### config.mk
export PLATFORM = sky130hd
export DESIGN_NAME = physics_frame_scheduler_flat
export DESIGN_NICKNAME = d
export VERILOG_FILES = /design/src/rtl/physics_frame_scheduler_if.sv /design/src/rtl/physics_frame_scheduler.sv /design/src/flat_wrapper.sv
export SDC_FILE = /design/constraint.sdc
export NUM_CORES = 1
export LEC_CHECK = 0
export CORE_UTILIZATION = 30
export DETAILED_ROUTE_END_ITERATION = 8
export PLACE_DENSITY = 0.47
export SYNTH_ARGS = -nofsm -noshare
export SYNTH_HDL_FRONTEND = slang
export SYNTH_SLANG_ARGS = --single-unit
### constraint.sdc
create_clock -name clk -period 2.45 [get_ports clk]
set_input_delay 0.735 -clock clk [delete_from_list [all_inputs] [get_ports clk]]
set_output_delay 0.735 -clock clk [all_outputs]
set_load 0.02 [all_outputs]
### src/rtl/physics_frame_scheduler_if.sv
// Step handshake between the frame scheduler and the physics datapath.
// The scheduler presents step_id/grav_en with step_valid; the datapath answers with step_done.
interface physics_frame_scheduler_if;
  logic       step_valid;
  logic [2:0] step_id;
  logic       grav_en;
  logic       step_done;

  modport master (output step_valid, output step_id, output grav_en, input step_done);
  modport slave  (input step_valid, input step_id, input grav_en, output step_done);
endinterface

### src/rtl/physics_frame_scheduler.sv
// Per-frame physics update sequencer, triggered by vblank_start.
// Issues an ordered series of step strobes to the physics datapath, gated by a
// valid/done handshake with a per-step timeout. Vertical steps run only on every
// GRAV_DIV-th accepted frame.
//
// state  | meaning
// IDLE   | waiting for vblank_start with enable=1
// RUN    | presenting step_id with step_valid=1
// FINISH | one cycle, frame_cnt increments, busy still high
module physics_frame_scheduler #(
  parameter int STEP_TIMEOUT = 255,
  parameter int GRAV_DIV     = 6
) (
  input  logic                             clk,
  input  logic                             reset_n,
  input  logic                             enable,
  input  logic                             vblank_start,
  physics_frame_scheduler_if.master        step_bus,
  output logic                             busy,
  output logic [15:0]                      frame_cnt,
  output logic                             overrun,
  output logic                             timeout_err
);

  localparam int WAIT_W = ($clog2(STEP_TIMEOUT) > 8) ? $clog2(STEP_TIMEOUT) : 8;
  localparam int PH_W   = (GRAV_DIV > 1) ? $clog2(GRAV_DIV) : 1;

  typedef enum logic [1:0] {IDLE, RUN, FINISH} state_t;

  state_t              state_q, state_n;
  logic                valid_q, valid_n;
  logic [2:0]          id_q, id_n;
  logic                grav_q, grav_n;
  logic                busy_q, busy_n;
  logic [15:0]         cnt_q, cnt_n;
  logic                ovr_q, ovr_n;
  logic                to_q, to_n;
  logic [PH_W-1:0]     phase_q, phase_n;
  logic [WAIT_W-1:0]   wait_q, wait_n;

  logic                last_step;
  logic                forced;

  assign step_bus.step_valid = valid_q;
  assign step_bus.step_id    = id_q;
  assign step_bus.grav_en    = grav_q;
  assign busy                = busy_q;
  assign frame_cnt           = cnt_q;
  assign overrun             = ovr_q;
  assign timeout_err         = to_q;

  // Register all state and outputs; synchronous active-low reset aborts any frame.
  always_ff @(posedge clk) begin
    if (!reset_n) begin
      state_q <= IDLE;
      valid_q <= 1'b0;
      id_q    <= 3'd0;
      grav_q  <= 1'b0;
      busy_q  <= 1'b0;
      cnt_q   <= 16'd0;
      ovr_q   <= 1'b0;
      to_q    <= 1'b0;
      phase_q <= '0;
      wait_q  <= '0;
    end else begin
      state_q <= state_n;
      valid_q <= valid_n;
      id_q    <= id_n;
      grav_q  <= grav_n;
      busy_q  <= busy_n;
      cnt_q   <= cnt_n;
      ovr_q   <= ovr_n;
      to_q    <= to_n;
      phase_q <= phase_n;
      wait_q  <= wait_n;
    end
  end

  // Next-state and next-output logic; the step order skips vertical steps when grav_en=0.
  always_comb begin
    state_n   = state_q;
    valid_n   = valid_q;
    id_n      = id_q;
    grav_n    = grav_q;
    busy_n    = busy_q;
    cnt_n     = cnt_q;
    ovr_n     = 1'b0;
    to_n      = to_q;
    phase_n   = phase_q;
    wait_n    = wait_q;
    last_step = grav_q ? (id_q == 3'd7) : (id_q == 3'd6);
    forced    = (wait_q == WAIT_W'(STEP_TIMEOUT - 1)) && !step_bus.step_done;

    unique case (state_q)
      IDLE: begin
        if (vblank_start && enable) begin
          state_n = RUN;
          grav_n  = (phase_q == PH_W'(GRAV_DIV - 1));
          phase_n = (phase_q == PH_W'(GRAV_DIV - 1)) ? '0 : phase_q + 1'b1;
          id_n    = 3'd0;
          valid_n = 1'b1;
          busy_n  = 1'b1;
          wait_n  = '0;
        end
      end
      RUN: begin
        ovr_n = vblank_start;
        if (step_bus.step_done || forced) begin
          if (forced) to_n = 1'b1;
          wait_n = '0;
          if (last_step) begin
            state_n = FINISH;
            valid_n = 1'b0;
          end else begin
            id_n = grav_q ? id_q + 3'd1 : id_q + 3'd3;
          end
        end else begin
          wait_n = wait_q + 1'b1;
        end
      end
      FINISH: begin
        ovr_n   = vblank_start;
        cnt_n   = cnt_q + 16'd1;
        busy_n  = 1'b0;
        state_n = IDLE;
      end
      default: state_n = IDLE;
    endcase
  end

endmodule

### src/flat_wrapper.sv
// flat-port wrapper written by rule: the top's interface ports become plain ports
module physics_frame_scheduler_flat 
#(
  parameter int STEP_TIMEOUT = 255,
  parameter int GRAV_DIV     = 6
)
  (clk, reset_n, enable, vblank_start, busy, frame_cnt, overrun, timeout_err, step_bus_step_valid, step_bus_step_id, step_bus_grav_en, step_bus_step_done);
  physics_frame_scheduler_if step_bus_i ();
  input  logic clk;
  input  logic reset_n;
  input  logic enable;
  input  logic vblank_start;
  output logic busy;
  output logic [15:0] frame_cnt;
  output logic overrun;
  output logic timeout_err;
  output wire logic [$bits(step_bus_i.step_valid)-1:0] step_bus_step_valid;
  output wire logic [$bits(step_bus_i.step_id)-1:0] step_bus_step_id;
  output wire logic [$bits(step_bus_i.grav_en)-1:0] step_bus_grav_en;
  input wire logic [$bits(step_bus_i.step_done)-1:0] step_bus_step_done;
  assign step_bus_step_valid = step_bus_i.step_valid;
  assign step_bus_step_id = step_bus_i.step_id;
  assign step_bus_grav_en = step_bus_i.grav_en;
  assign step_bus_i.step_done = step_bus_step_done;
  physics_frame_scheduler #(.STEP_TIMEOUT(STEP_TIMEOUT), .GRAV_DIV(GRAV_DIV)) u_core (.clk(clk), .reset_n(reset_n), .enable(enable), .vblank_start(vblank_start), .step_bus(step_bus_i), .busy(busy), .frame_cnt(frame_cnt), .overrun(overrun), .timeout_err(timeout_err));
endmodule
==> run metrics <==
final sum of negative setup slack 0 ps; Adder-Cell Fraction of Synth Area 0.0595; drt via density 4.96; Remaining DRCs 0; first-pass GRT wire length 6.76 mm; dpl hpwl between 2 and 3 mm; cell internal pwr 1.11 mW; basic-gate share of the synthesized area counting and, or, nand and nor cells 0.243; I/O pin count 29; final weighted congestion in routability-driven placement 0.765; fraction of power spent switching nets 0.282; core area 5640 um2; Tmin final 2140 ps; cell with the largest stage delay on the worst path sky130_fd_sc_hd__clkdlybuf4s50_1; Resized cells post-CTS 0; Max Clk Rate 0.467 GHz; pin count of the biggest net entering global routing 17; register area share after synthesis 0.410; aggregate global-route resource usage 0.140; portion of total power attributed to sequential cells 0.431; clock tree from TritonCTS done; multiplexer area fraction after synthesis 0.0221; power share of the clock group 0.356; Worst-Margin Slew between 400 and 500 ps; main combinational cell family by area after synthesis simple AND/OR/NAND/NOR gates; maxcap violations 0; register bit total from synthesis 37; required time of the critical path roughly 1700 ps; 1st-pass router iterations 4; primary flip-flop cell chosen by synthesis mapping sky130_fd_sc_hd__dfxtp_1; run status complete, no violations; worst min-delay path class flip-flop to flip-flop; critical path buffer and inverter count 1; Post-Route WL 3.97 mm; vias in the first global route approximately 1.4k; switching power summed over all nets 0.435 mW; xor/xnor cell area share of the yosys netlist 0.0969; cell family with the largest share of critical-path delay buffers and inverters; number of flops mapped to enable cells by yosys 0; worst hold start u_core.step_bus.step_valid$_SDFFE_PN0P_; Clk Latency, worst-skew pair between 200 and 300 ps; RSZ-0062 raised after global routing false; Setup crit start u_core.frame_cnt[2]$_SDFFE_PN0P_; share of synthesized registers carrying an async set or reset 0; buffers added on ports 28; area growth from synthesis to layout 28.0%; fin crit share 0.874; post-route clock skew 5.25 ps; per-cell routed wire length 12.8 um; post-route ant nets 0; number of buffers on the longest clock path 2; maximum vdd ir drop approximately 0.00028 V; most used cells in the layout excluding fill and tap cells 37 x sky130_fd_sc_hd__dfxtp_1, 28 x sky130_fd_sc_hd__clkdlybuf4s50_1, 25 x sky130_fd_sc_hd__nor2_1; Finished Core Util 0.410; data arrival at the endpoint of the critical path 1410 ps; number of buffers inserted during clock tree synthesis 5; fin nets 250; horizontal die dimension 79.6 um; Syn Area/Cell 8.95 um2; Setup Fix Bufs, Post-CTS 0; quantity of hold-fixing buffers added after cts 0; Die Height 79.6 um; starting density of the core 0.320; row cnt 27; First DRT Iteration DRCs 50; Cell Pwr Density between 600 and 700 nW/um2; count of different cell masters after synthesis 46; setup violators final 0; cell-by-cell trace of the critical path clkdlybuf4s50_1; layout cell share with drive strength beyond 1 0.0924; number of clock sinks seen by CTS 37; Syn. warnings 0; Hold Fails Final Rpt 0; vias post-DR 1537; buffer type at the clock tree root sky130_fd_sc_hd__clkbuf_8; clock transition at the registers of the reported paths 70 ps; critical path startpoint category flip-flop; Max transition margin 0.665; Net Count, Synth 215; fin. max-slew vios 0; gate count of the mapped netlist 202; Crit Path Max Fanout 7; crit end category primary output; number of inserted diodes 0; initial antenna violation count 0; Crit Path Category flip-flop to primary output; level count of the clock H-tree 2; maximum single-stage delay on the critical path ~660 ps; aggregate global routing overflow 0; total standard cell area after synthesis 1810 um2; Die ar. 6340 um2; Crit Reg-Reg Startpoint u_core.state_q[1]$_SDFFE_PN0P_; complex-gate fraction of the synthesized area 0.130; part of the power in combinational logic 0.213; Power, Total between 1.5 and 2 mW; leading cell type in the layout, fill and taps excluded sky130_fd_sc_hd__dfxtp_1; Leakage Power a little over 0.8 nW
-- synthesized netlist by cell type (2+ instances only) --
library cell                count  area, um2
sky130_fd_sc_hd__o21ai_0        2       10.0
sky130_fd_sc_hd__nand3_1       11       55.1
sky130_fd_sc_hd__o211ai_1       2       15.0
sky130_fd_sc_hd__nand4_1        7       43.8
sky130_fd_sc_hd__xnor2_1        9       78.8
sky130_fd_sc_hd__o21a_1         2       15.0
sky130_fd_sc_hd__ha_1           7       87.6
sky130_fd_sc_hd__or3_1          3       18.8
sky130_fd_sc_hd__nand2_1       16       60.1
sky130_fd_sc_hd__inv_1         10       37.5
sky130_fd_sc_hd__nor3_1         4       20.0
sky130_fd_sc_hd__mux2i_1        4       40.0
sky130_fd_sc_hd__dfxtp_1       37        741
sky130_fd_sc_hd__o31ai_1        2       15.0
sky130_fd_sc_hd__xor2_1        11       96.3
sky130_fd_sc_hd__nor2_1        25       93.8
sky130_fd_sc_hd__a21oi_1        6       30.0
sky130_fd_sc_hd__clkbuf_1       4       15.0
sky130_fd_sc_hd__a211oi_1       4       30.0
sky130_fd_sc_hd__nand2b_1       4       25.0
sky130_fd_sc_hd__or4_1          2       15.0
sky130_fd_sc_hd__buf_2          2       10.0
sky130_fd_sc_hd__o2111ai_1      2       17.5
sky130_fd_sc_hd__and3_1         4       25.0
-- state kept, by name, summed over array words and instances (netlist names) --
name                        count
u_core.frame_cnt               16
u_core.wait_q                   8
u_core.phase_q                  3
u_core.step_bus.step_id         3
u_core.state_q                  2
u_core.busy                     1
u_core.overrun                  1
u_core.step_bus.grav_en         1
u_core.step_bus.step_valid      1
u_core.timeout_err              1
-- cells by family after synthesis --
| kind of cell | count (synthesis) |
|---|---|
| AND/OR/NAND/NOR | 86 |
| flip-flops | 37 |
| AO/OA/AOI/OAI | 30 |
| XOR/XNOR | 20 |
| buffers and inverters | 17 |
| adder cells (fa/ha/maj) | 8 |
| multiplexers | 4 |
-- stage by stage --
step,area [um2],worst slack (ps),hold WS (ps),std cells
6_report,2310,308,467,310
5_1_grt,2310,237,501,310
4_1_cts,2310,288,475,310
3_5_place_dp,2200,231,464,302
3_3_place_gp,2200,250,450,302
2_1_floorplan,1810,678,452,202
-- power by group through the flow --
| stage | Sequential [mW] | Combinational [mW] | Clock (mW) |
|---|---|---|---|
| after floorplan | 0.688 | 0.215 | 0 |
| after global routing | 0.671 | 0.370 | 0.595 |
| final | 0.664 | 0.328 | 0.549 |
| after global placement | 0.679 | 0.330 | 0 |
| after CTS | 0.664 | 0.329 | 0.575 |
| after detailed placement | 0.677 | 0.328 | 0 |
-- layout make-up --
type | instances | area [um2]
timing repair buffer | 35 | 333
sequential | 37 | 741
clock buffer | 7 | 86.3
inverter | 10 | 37.5
fill | 584 | 3330
multi-input combinational | 148 | 997
tap | 72 | 90.1
clock inverter | 1 | 30.0
-- path summary, 6_finish.rpt --
check             slack [ps]  cells after the start                                       to
setup reg to reg         670                      7            u_core.wait_q[1]$_SDFFE_PN0P_
setup / recovery         310                      1                             frame_cnt[2]
hold reg to reg          470                      2  u_core.step_bus.step_valid$_SDFFE_PN0P_
hold / removal           470                      2  u_core.step_bus.step_valid$_SDFFE_PN0P_
-- metal layers --
metal  global-route usage  part of all wire  vias to the layer above
met2                0.207              0.42                       31
li1                     -                 -                      783
met1                0.191              0.51                      716
met3               0.0343             0.048                        7
met4               0.0618             0.019                        0
met5                    0                 0                        -
(Power assumes the default switching activity.)
